File: config.mk
export PLATFORM = sky130hd
export DESIGN_NAME = pred_rotating_regfile
export DESIGN_NICKNAME = d
export VERILOG_FILES = /design/src/rtl/pred_rf_pkg.sv /design/src/rtl/pred_addr_xlate.sv /design/src/rtl/pred_rotating_regfile.sv
export SDC_FILE = /design/constraint.sdc
export NUM_CORES = 1
export LEC_CHECK = 0
export ABC_CLOCK_PERIOD_IN_PS = 3950
export BUFFER_PORTS_ARGS = -buffer_cell sky130_fd_sc_hd__buf_2
export CAP_MARGIN = 30
export CORE_ASPECT_RATIO = 0.8
export CORE_MARGIN = 2
export CORE_UTILIZATION = 40
export DETAILED_ROUTE_END_ITERATION = 7
export HOLD_SLACK_MARGIN = 0.1
export SYNTH_ARGS = -nofsm -noshare
export SYNTH_HDL_FRONTEND = slang
export SYNTH_HIERARCHICAL = 1
export SYNTH_SLANG_ARGS = --single-unit
File: constraint.sdc
create_clock -name clk -period 3.95 [get_ports clk]
set_input_delay 0.9875 -clock clk [delete_from_list [all_inputs] [get_ports clk]]
set_output_delay 0.9875 -clock clk [all_outputs]
set_load 0.01 [all_outputs]
File: src/rtl/pred_rf_pkg.sv
// Shared constants and helpers for the rotating predicate register file.
package pred_rf_pkg;

  localparam int unsigned P_DEPTH    = 16;
  localparam int unsigned P_AW       = 4;
  localparam int unsigned P_NSTATIC  = 8;
  localparam int unsigned P_TRUE_IDX = 0;

  // Number of entries in the rotating region.
  function automatic int unsigned rot_size(input int unsigned depth, input int unsigned nstatic);
    return depth - nstatic;
  endfunction

endpackage

File: src/rtl/pred_addr_xlate.sv
// Logical-to-physical predicate address translation through the rotating base.
module pred_addr_xlate #(
  parameter int unsigned aw      = 4,
  parameter int unsigned nstatic = 8,
  parameter int unsigned rw      = 3
) (
  input  logic [aw-1:0] addr,
  input  logic [rw-1:0] rrb,
  output logic [aw-1:0] phys_c
);

  logic [rw-1:0] rot_off;

  // Rotating region size is a power of two, so the modulo is a truncation.
  assign rot_off = rw'(addr - aw'(nstatic) + aw'(rrb));
  assign phys_c  = (addr < aw'(nstatic)) ? addr : aw'(nstatic) + aw'(rot_off);

endmodule

File: src/rtl/pred_rotating_regfile.sv
// Predicate register file: two write ports, two registered bypassing read ports,
// rotating region renamed per loop iteration by the rrb base.
module pred_rotating_regfile
  import pred_rf_pkg::*;
#(
  parameter  int unsigned depth   = P_DEPTH,
  parameter  int unsigned aw      = P_AW,
  parameter  int unsigned nstatic = P_NSTATIC,
  localparam int unsigned rw      = $clog2(rot_size(depth, nstatic))
) (
  input  logic          clk,
  input  logic          reset_n,
  input  logic          w0_enable,
  input  logic [aw-1:0] w0_addr,
  input  logic          w0_data,
  input  logic          w1_enable,
  input  logic [aw-1:0] w1_addr,
  input  logic          w1_data,
  input  logic [aw-1:0] r0_addr,
  input  logic [aw-1:0] r1_addr,
  output logic          r0_data,
  output logic          r1_data,
  input  logic          rotate,
  input  logic          clear,
  output logic [rw-1:0] rrb
);

  localparam logic [depth-1:0] RESET_VEC = depth'(1) << P_TRUE_IDX;

  logic [depth-1:0] pr_q;
  logic [depth-1:0] pr_d;
  logic [aw-1:0]    w0_phys_c;
  logic [aw-1:0]    w1_phys_c;
  logic [aw-1:0]    r0_phys_c;
  logic [aw-1:0]    r1_phys_c;
  logic             r0_d;
  logic             r1_d;

  pred_addr_xlate #(.aw(aw), .nstatic(nstatic), .rw(rw)) u_xlate_w0 (
    .addr(w0_addr), .rrb(rrb), .phys_c(w0_phys_c)
  );
  pred_addr_xlate #(.aw(aw), .nstatic(nstatic), .rw(rw)) u_xlate_w1 (
    .addr(w1_addr), .rrb(rrb), .phys_c(w1_phys_c)
  );
  pred_addr_xlate #(.aw(aw), .nstatic(nstatic), .rw(rw)) u_xlate_r0 (
    .addr(r0_addr), .rrb(rrb), .phys_c(r0_phys_c)
  );
  pred_addr_xlate #(.aw(aw), .nstatic(nstatic), .rw(rw)) u_xlate_r1 (
    .addr(r1_addr), .rrb(rrb), .phys_c(r1_phys_c)
  );

  // Next-state: clear, then port 0, then port 1 (port 1 wins on collision).
  always_comb begin
    pr_d = pr_q;
    if (clear) begin
      pr_d = RESET_VEC;
    end
    if (w0_enable) begin
      pr_d[w0_phys_c] = w0_data;
    end
    if (w1_enable) begin
      pr_d[w1_phys_c] = w1_data;
    end
    pr_d[P_TRUE_IDX] = 1'b1;
  end

  // Reads sample the next state, giving write-through bypass.
  always_comb begin
    r0_d = pr_d[r0_phys_c];
    r1_d = pr_d[r1_phys_c];
  end

  always_ff @(posedge clk or negedge reset_n) begin
    if (!reset_n) begin
      pr_q    <= RESET_VEC;
      r0_data <= 1'b0;
      r1_data <= 1'b0;
      rrb     <= '0;
    end else begin
      pr_q    <= pr_d;
      r0_data <= r0_d;
      r1_data <= r1_d;
      if (rotate) begin
        rrb <= rrb - rw'(1);
      end
    end
  end

endmodule

==> results by group, run 1 <==
Run status
  • Status: complete, but fails checks
  • Failing checks: DRC

Timing
  • Worst setup margin: 0.435 ns
  • Final setup fails: 0
  • Clock skew: 0.00173 ns
  • Hold Fails Final Rpt: 0
  • Fmax achieved: 284 MHz
  • Post-route setup TNS: 0 ns
  • Period minus WS final: 3.52 ns
  • RSZ-0062 raised after global routing: false
  • Final period util: 89.0%
  • Rel. slew slack: 63.5%
  • Worst-Margin Slew: 0.543 ns
  • Fin. max-slew vios: 0

Clocking
  • Post-CTS Resized: 0
  • CTS clk-pin slew, worst paths: 0.08 ns
  • H-tree lvl count: 1
  • Clk sinks: 20
  • CTS tree: yes
  • Root Buffer: clkbuf_8
  • Post-CTS Hold Fix Bufs: 0
  • Setup Buffers After CTS: 0
  • CTS max path bufs: 2
  • CTS Buf Count: 3
  • Clock latency on the worst-skew pair: 0.26 ns

Power
  • Power Dens Cells: 614 nW/um^2
  • IR drop worst, VDD: 349 uV
  • Leak: 0.00105 uW
  • Post-layout power: 1300 uW

Critical path
  • Critical-path cell list: buf_2, ha_1, inv_1, fa_1, xnor2_1, nand2_1, xnor2_1, nand3b_1, o22ai_1, o22ai_1, mux4_2, a311oi_1
  • Arr. time, crit path: 3.67 ns
  • Cell family with most CP delay: compound AO/OA/AOI/OAI gates
  • Worst Path Required: 4.11 ns
  • Slowest cell on crit path: mux4_2
  • Nature of the critical path endpoint: flop
  • Largest fanout on the critical path: 8
  • Critical Path Start Type: primary input
  • Crit path buf inv count: 2
  • Kind of critical path: primary input to flop
  • CP max stage delay: 0.51 ns

Finish
  • Layout fillers: 459
  • Layout cells sized above 1: 18.4%
  • Final instance area: 2110 sq um
  • Non-Filler Instances: 305
  • Multi-input logic area: 1160 sq um
  • Area growth syn-to-layout: 13.3%
  • Sequential standard cell area: 500 sq um
  • N_diodes: 0
  • Nets: 279

Global routing
  • Pin count of the biggest net entering global routing: 21
  • Initial antenna violation count: 0
  • First-pass GRT wire length: 7730 um
  • Vias in the first global route: 1604
  • Remaining global-route overflow: 0
  • Total GRT Usage: 19.2%

Synth
  • Simple-gate share of the synthesized area: 19.1%
  • Syn Area/Cell: 8.39 sq um
  • Multiplexer area fraction after synthesis: 11.8%
  • Synth Area in Compound Gates: 18.9%
  • Synth Area in Adders: 7.66%
  • Mapped cell area: 1860 sq um
  • XOR/XNOR share of the synthesized area: 4.70%
  • Post-synth top area share: 26.9%
  • Syn nets: 255
  • Seq cells post-synth: 20
  • Ranking of synthesized cells by area: dfrtp_1 27%, o22ai_1 10%, inv_1 7.3%
  • Dominant cell type by area after synthesis: dfrtp_1
  • Largest family of logic cells by synthesized area: simple AND/OR/NAND/NOR gates
  • Gate count of the mapped netlist: 222
  • Yosys cell types: 37
  • Post-synthesis sequential area ratio: 26.9%
  • Syn. warnings: 6

Drt
  • Routed WL: 4620 um
  • DRC: 2
  • Antenna Nets Post-Route: 0
  • DR WL/cell: 15.2 um
  • Pre-Repair DR Iteration Count: 8
  • Via density: 5.57
  • Starting DRT DRC Count: 152
  • Vias: 1698

Placement
  • Final GP Congestion: 0.897
  • Dpl hpwl: 3670 um
  • # port buffers: 28
  • Dpl ws: 0.206 ns
  • Placed Cells: 301
  • Area after detailed placement: 2040 sq um

Floorplan
  • Core Rows: 22
  • Initial Utilization: 41.0%
  • Die height: 65.0 um
  • Die width: 80.3 um
  • Core Region: 4540 sq um
  • Die ar.: 5220 sq um
  • I/O pin cnt: 29

Job
  • Max cap viols: 0

Worst hold path
  • HP Class: flop to flop
==> where the power goes <==
part	total, uW	internal [uW]	switching [uW]
clock	209	135	73.4
sequential	320	268	52.5
combinational	767	325	442
==> registers in the layout, indices dropped and copies added (netlist names) <==
name / cells
pr_q: 15
rrb: 3
r0_data: 1
r1_data: 1
==> stage by stage <==
| step | hold slack, ns | utilization [%] |
|---|---|---|
| 6_report | 0.606 | 46.5 |
| 5_1_grt | 0.679 | 46.5 |
| 4_1_cts | 0.596 | 46.5 |
| 3_5_place_dp | 0.579 | 44.9 |
| 3_3_place_gp | 0.571 | 44.9 |
| 2_1_floorplan | 0.531 | - |
==> Yosys cell counts (all sizes together) <==
cell type / number
nand4b: 2
a31oi: 1
a311oi: 5
or2: 2
and3: 4
xor2: 1
nor2: 8
mux4: 2
nor2b: 5
and2: 2
mux2: 4
nand3: 4
and3b: 2
a41oi: 1
clkbuf: 6
o221ai: 2
nand2: 14
xnor2: 9
mux2i: 13
inv: 36
a21oi: 7
or3b: 2
fa: 4
ha: 5
a32oi: 2
o22ai: 31
nand2b: 11
dfrtp: 20
nand4: 1
o21ai: 2
a222oi: 2
buf: 7
nand3b: 4
nand4bb: 1
==> kinds of logic after synthesis <==
logic type      Yosys count
simple gates             62
mux                      19
flops                    20
fa+ha+maj                 9
buf+inv                  49
compound gates           53
xor+xnor                 10
==> cells in the final DEF, fill, tap and decap left out, types with 3 or more instances in the layout <==
master / count
mux2_2: 4
ha_1: 5
a21oi_1: 7
inv_1: 36
buf_4: 4
nand2_1: 14
clkbuf_8: 3
nor2_1: 8
mux2i_1: 13
a311oi_1: 5
and3_1: 4
fa_1: 4
nor2b_1: 5
dfrtp_1: 20
nand2b_1: 11
nand3_1: 4
o22ai_1: 31
nand3b_1: 4
xnor2_1: 9
buf_2: 28
==> layout make-up <==
type                       count  share of cell area, %
inverter                      36                   6.40
tap                           60                   3.56
sequential                    20                   23.7
multi-input combinational    153                   54.9
clock inverter                 1                   1.42
clock buffer                   3                   1.96
timing repair buffer          32                   8.06
==> routing by layer <==
layer / wire [um] / global-route usage, % / share of wire (%)
met2: 2010 / 29.6 / 43
met4: 27 / 3.18 / 0.58
met3: 279 / 2.51 / 6.0
met1: 2310 / 29.2 / 50
met5: 0 / 0 / 0
==> worst min-delay path: stages, from the launching register on <==
cell     delay [ns]
dfrtp_1        0.34
a31oi_1        0.12
nor2_1         0.11
==> worst paths after layout <==
| kind | from | endpoint | slack [ns] | cells after the start |
|---|---|---|---|---|
| max | w1_addr[0] | r0_data | 0.43 | 12 |
| min | pr_q[5] | pr_q[5] | 0.61 | 2 |
| max reg2reg | rrb[0] | r0_data | 0.66 | 11 |
| min reg2reg | pr_q[5] | pr_q[5] | 0.61 | 2 |
| max in group asynchronous | reset_n | r0_data | 2.96 | 1 |
| min in group asynchronous | reset_n | pr_q[8] | 0.67 | 1 |
No activity file was read; power rests on OpenSTA's default activity.
==> run 2: changes to the inputs <==
--- a/config.mk
+++ b/config.mk
@@ -5,14 +5,17 @@
 export SDC_FILE = /design/constraint.sdc
 export NUM_CORES = 1
 export LEC_CHECK = 0
-export ABC_CLOCK_PERIOD_IN_PS = 3950
+export ABC_CLOCK_PERIOD_IN_PS = 3700
 export BUFFER_PORTS_ARGS = -buffer_cell sky130_fd_sc_hd__buf_2
 export CAP_MARGIN = 30
+export CELL_PAD_IN_SITES_DETAIL_PLACEMENT = 0
+export CELL_PAD_IN_SITES_GLOBAL_PLACEMENT = 1
 export CORE_ASPECT_RATIO = 0.8
 export CORE_MARGIN = 2
 export CORE_UTILIZATION = 40
 export DETAILED_ROUTE_END_ITERATION = 7
 export HOLD_SLACK_MARGIN = 0.1
+export PLACE_DENSITY_LB_ADDON = 0.1
 export SYNTH_ARGS = -nofsm -noshare
 export SYNTH_HDL_FRONTEND = slang
 export SYNTH_HIERARCHICAL = 1
==> constraint.sdc (replaced) <==
create_clock -name clk -period 3.7 [get_ports clk]
set_input_delay 0.925 -clock clk [delete_from_list [all_inputs] [get_ports clk]]
set_output_delay 0.925 -clock clk [all_outputs]
set_load 0.01 [all_outputs]
==> run 2 against run 1 <==
Effect of this change: the flow now finishes without violations; sequential power up 6.9%; clock skew is 0.0046 ns higher; clock power is 20% lower; largest cell class unchanged; largest power group unchanged; highest routed layer unchanged.
==> results by group, run 2 (synthesis gave the netlist of run 1 again) <==
Timing
  • Post-route setup TNS: 0 ns (unchanged)
  • Rel. slew slack: 63.8% (was 63.5%)
  • Final setup fails: 0 (unchanged)
  • Worst setup margin: 0.197 ns (was 0.435 ns)
  • Hold Fails Final Rpt: 0 (unchanged)
  • Clock skew: 0.00634 ns (was 0.00173 ns)
  • Fmax achieved: 285 MHz
  • Final period util: 94.7%
  • Period minus WS final: 3.50 ns
  • Fin. max-slew vios: 0 (unchanged)
  • Worst-Margin Slew: 0.527 ns (was 0.543 ns)
  • RSZ-0062 raised after global routing: false (unchanged)

Drt
  • Pre-Repair DR Iteration Count: 4 (was 8)
  • Via density: 5.49 (was 5.57)
  • DRC: 0 (was 2)
  • Vias: 1717 (was 1698)
  • DR WL/cell: 16.1 um (was 15.2 um)
  • Routed WL: 5050 um (was 4620 um)
  • Starting DRT DRC Count: 119 (was 152)
  • Antenna Nets Post-Route: 0 (unchanged)

Global routing
  • Vias in the first global route: 1632 (was 1604)
  • Pin count of the biggest net entering global routing: 21 (unchanged)
  • Most used routing layer: met2 (unchanged)
  • Grt met1 use: 30.4% (was 29.2%)
  • Remaining global-route overflow: 0 (unchanged)
  • Global-route met2 utilization: 31.5% (was 29.6%)
  • First-pass GRT wire length: 8120 um (was 7730 um)
  • Total GRT Usage: 20.4% (was 19.2%)
  • Initial antenna violation count: 0 (unchanged)
  • Met3 usage: 1.53% (was 2.51%)

Finish
  • Layout cells sized above 1: 20.9% (was 18.4%)
  • Most frequent cells in the layout: 36 x inv_1, 31 x o22ai_1, 28 x buf_2 (unchanged)
  • N_diodes: 0 (unchanged)
  • Layout fillers: 479 (was 459)
  • Max FFs per register: 15 (unchanged)
  • Largest Register: pr_q (unchanged)
  • Area growth syn-to-layout: 15.6% (was 13.3%)
  • Top Registers: pr_q: 15 flops, rrb: 3 flops (unchanged)
  • Commonest non-fill, non-tap cell in the layout: inv_1 (unchanged)
  • Nets: 287 (was 279)

Job
  • Max cap viols: 0 (unchanged)

Clocking
  • Post-CTS Hold Fix Bufs: 0 (unchanged)
  • Root Buffer: clkbuf_8 (unchanged)
  • Post-CTS Resized: 0 (unchanged)
  • Setup Buffers After CTS: 0 (unchanged)
  • Clk sinks: 20 (unchanged)
  • CTS Buf Count: 3 (unchanged)
  • Clock latency on the worst-skew pair: 0.27 ns (was 0.26 ns)
  • CTS clk-pin slew, worst paths: 0.07 ns (was 0.08 ns)
  • CTS tree: yes (unchanged)
  • CTS max path bufs: 2 (unchanged)
  • H-tree lvl count: 1 (unchanged)

Power
  • Leak: 0.00108 uW (was 0.00105 uW)
  • Int Pwr: 761 uW (was 728 uW)
  • Net Sw Frac: 44.8% (was 43.8%)
  • Switching power: 618 uW (was 568 uW)
  • Clk pwr share: 12.2% (was 16.1%)
  • Comb pwr share: 63.1% (was 59.2%)
  • IR drop worst, VDD: 290 uV (was 349 uV)
  • Power Dens Cells: 640 nW/um^2 (was 614 nW/um^2)
  • Sequential power share: 24.8% (was 24.7%)

Floorplan
  • Core Region: 4540 sq um (unchanged)
  • Core Rows: 22 (unchanged)
  • Die ar.: 5220 sq um (unchanged)
  • I/O pin cnt: 29 (unchanged)
  • Initial Utilization: 41.0% (unchanged)
  • Die height: 65.0 um (unchanged)
  • Die width: 80.3 um (unchanged)

Critical path
  • Slowest cell on crit path: mux4_2 (unchanged)
  • Largest fanout on the critical path: 7 (was 8)
  • R2R Setup Slk: 0.36 ns (was 0.66 ns)
  • Critical-path cell list: buf_2, ha_1, inv_1, fa_1, xnor2_1, nand2_1, xnor2_1, nand3b_1, o22ai_1, o22ai_1, mux4_2, a311oi_1 (unchanged)
  • Arr. time, crit path: 3.67 ns (about the same)
  • Cell family with most CP delay: compound AO/OA/AOI/OAI gates (unchanged)
  • Nature of the critical path endpoint: flop (unchanged)
  • RR Startpoint: rrb[0] (unchanged)
  • R2r endpoint: r1_data (was r0_data)
  • Kind of critical path: primary input to flop (unchanged)
  • CP Launch Point: w1_addr[0] (unchanged)
  • Worst Path Required: 3.87 ns (was 4.11 ns)
  • CP max stage delay: 0.50 ns (was 0.51 ns)
  • Crit path buf inv count: 2 (unchanged)
  • R2r worst-path depth: 11 (unchanged)
  • Critical Path Start Type: primary input (unchanged)

Worst hold path
  • HP Class: primary input to async pin (was flop to flop)

Placement
  • Final GP Congestion: 0.839 (was 0.897)
  • Dpl ws: 0.00340 ns (was 0.206 ns)
  • # port buffers: 28 (unchanged)
  • Dpl hpwl: 4040 um (was 3670 um)

Run status
  • Status: complete, no violations (was complete, but fails checks)
run 2: cell types whose count changed in the layout (fill, tap and decap cells not counted), sizes merged:
cell,delta
bufinv,-1
buf,+8
clkbuf,+1
run 2: power by group through the flow:
stage / Clock, uW / Combinational [uW] / Sequential, uW
6_report: 168 / 870 / 342
3_3_place_gp: 0 / 852 / 348
4_1_cts: 170 / 869 / 346
5_1_grt: 181 / 960 / 355
2_1_floorplan: 0 / 599 / 343
3_5_place_dp: 0 / 864 / 350
run 2: worst max path at each step:
stage | to | slack (ns) | cells after the start
floorplan | r0_data | 0.42 | 11
global placement | r1_data | 0.08 | 15
detailed placement | r1_data | 0.003 | 12
CTS | r1_data | 0.28 | 12
global route | r0_data | 0.02 | 12
finish | r1_data | 0.20 | 12
run 2: routing by layer:
metal,share of wire (%),wire length [um],vias to the layer above
li1,-,-,847
met4,1.1,58,0
met1,49,2480,817
met5,0,0,-
met2,45,2270,48
met3,4.8,241,5
run 2: final cells by class:
class / instances / area [sq um] / area share, %
clock buffer: 4 / 55.1 / 2.56
sequential: 20 / 500 / 23.2
inverter: 36 / 135 / 6.27
multi-input combinational: 153 / 1160 / 53.8
timing repair buffer: 40 / 230 / 10.7
tap: 60 / 75.1 / 3.48
run 2: per-stage QoR:
stage               std cells  util, %  area (sq um)  power, uW  hold WS (ns)
finish                    313     47.4          2150       1380         0.600
detailed placement        309     46.2          2100       1210         0.589
CTS                       313     47.4          2150       1380         0.616
floorplan                 222        -          1860        942         0.531
global route              313     47.4          2150       1500         0.639
global placement          309     46.2          2100       1200         0.572
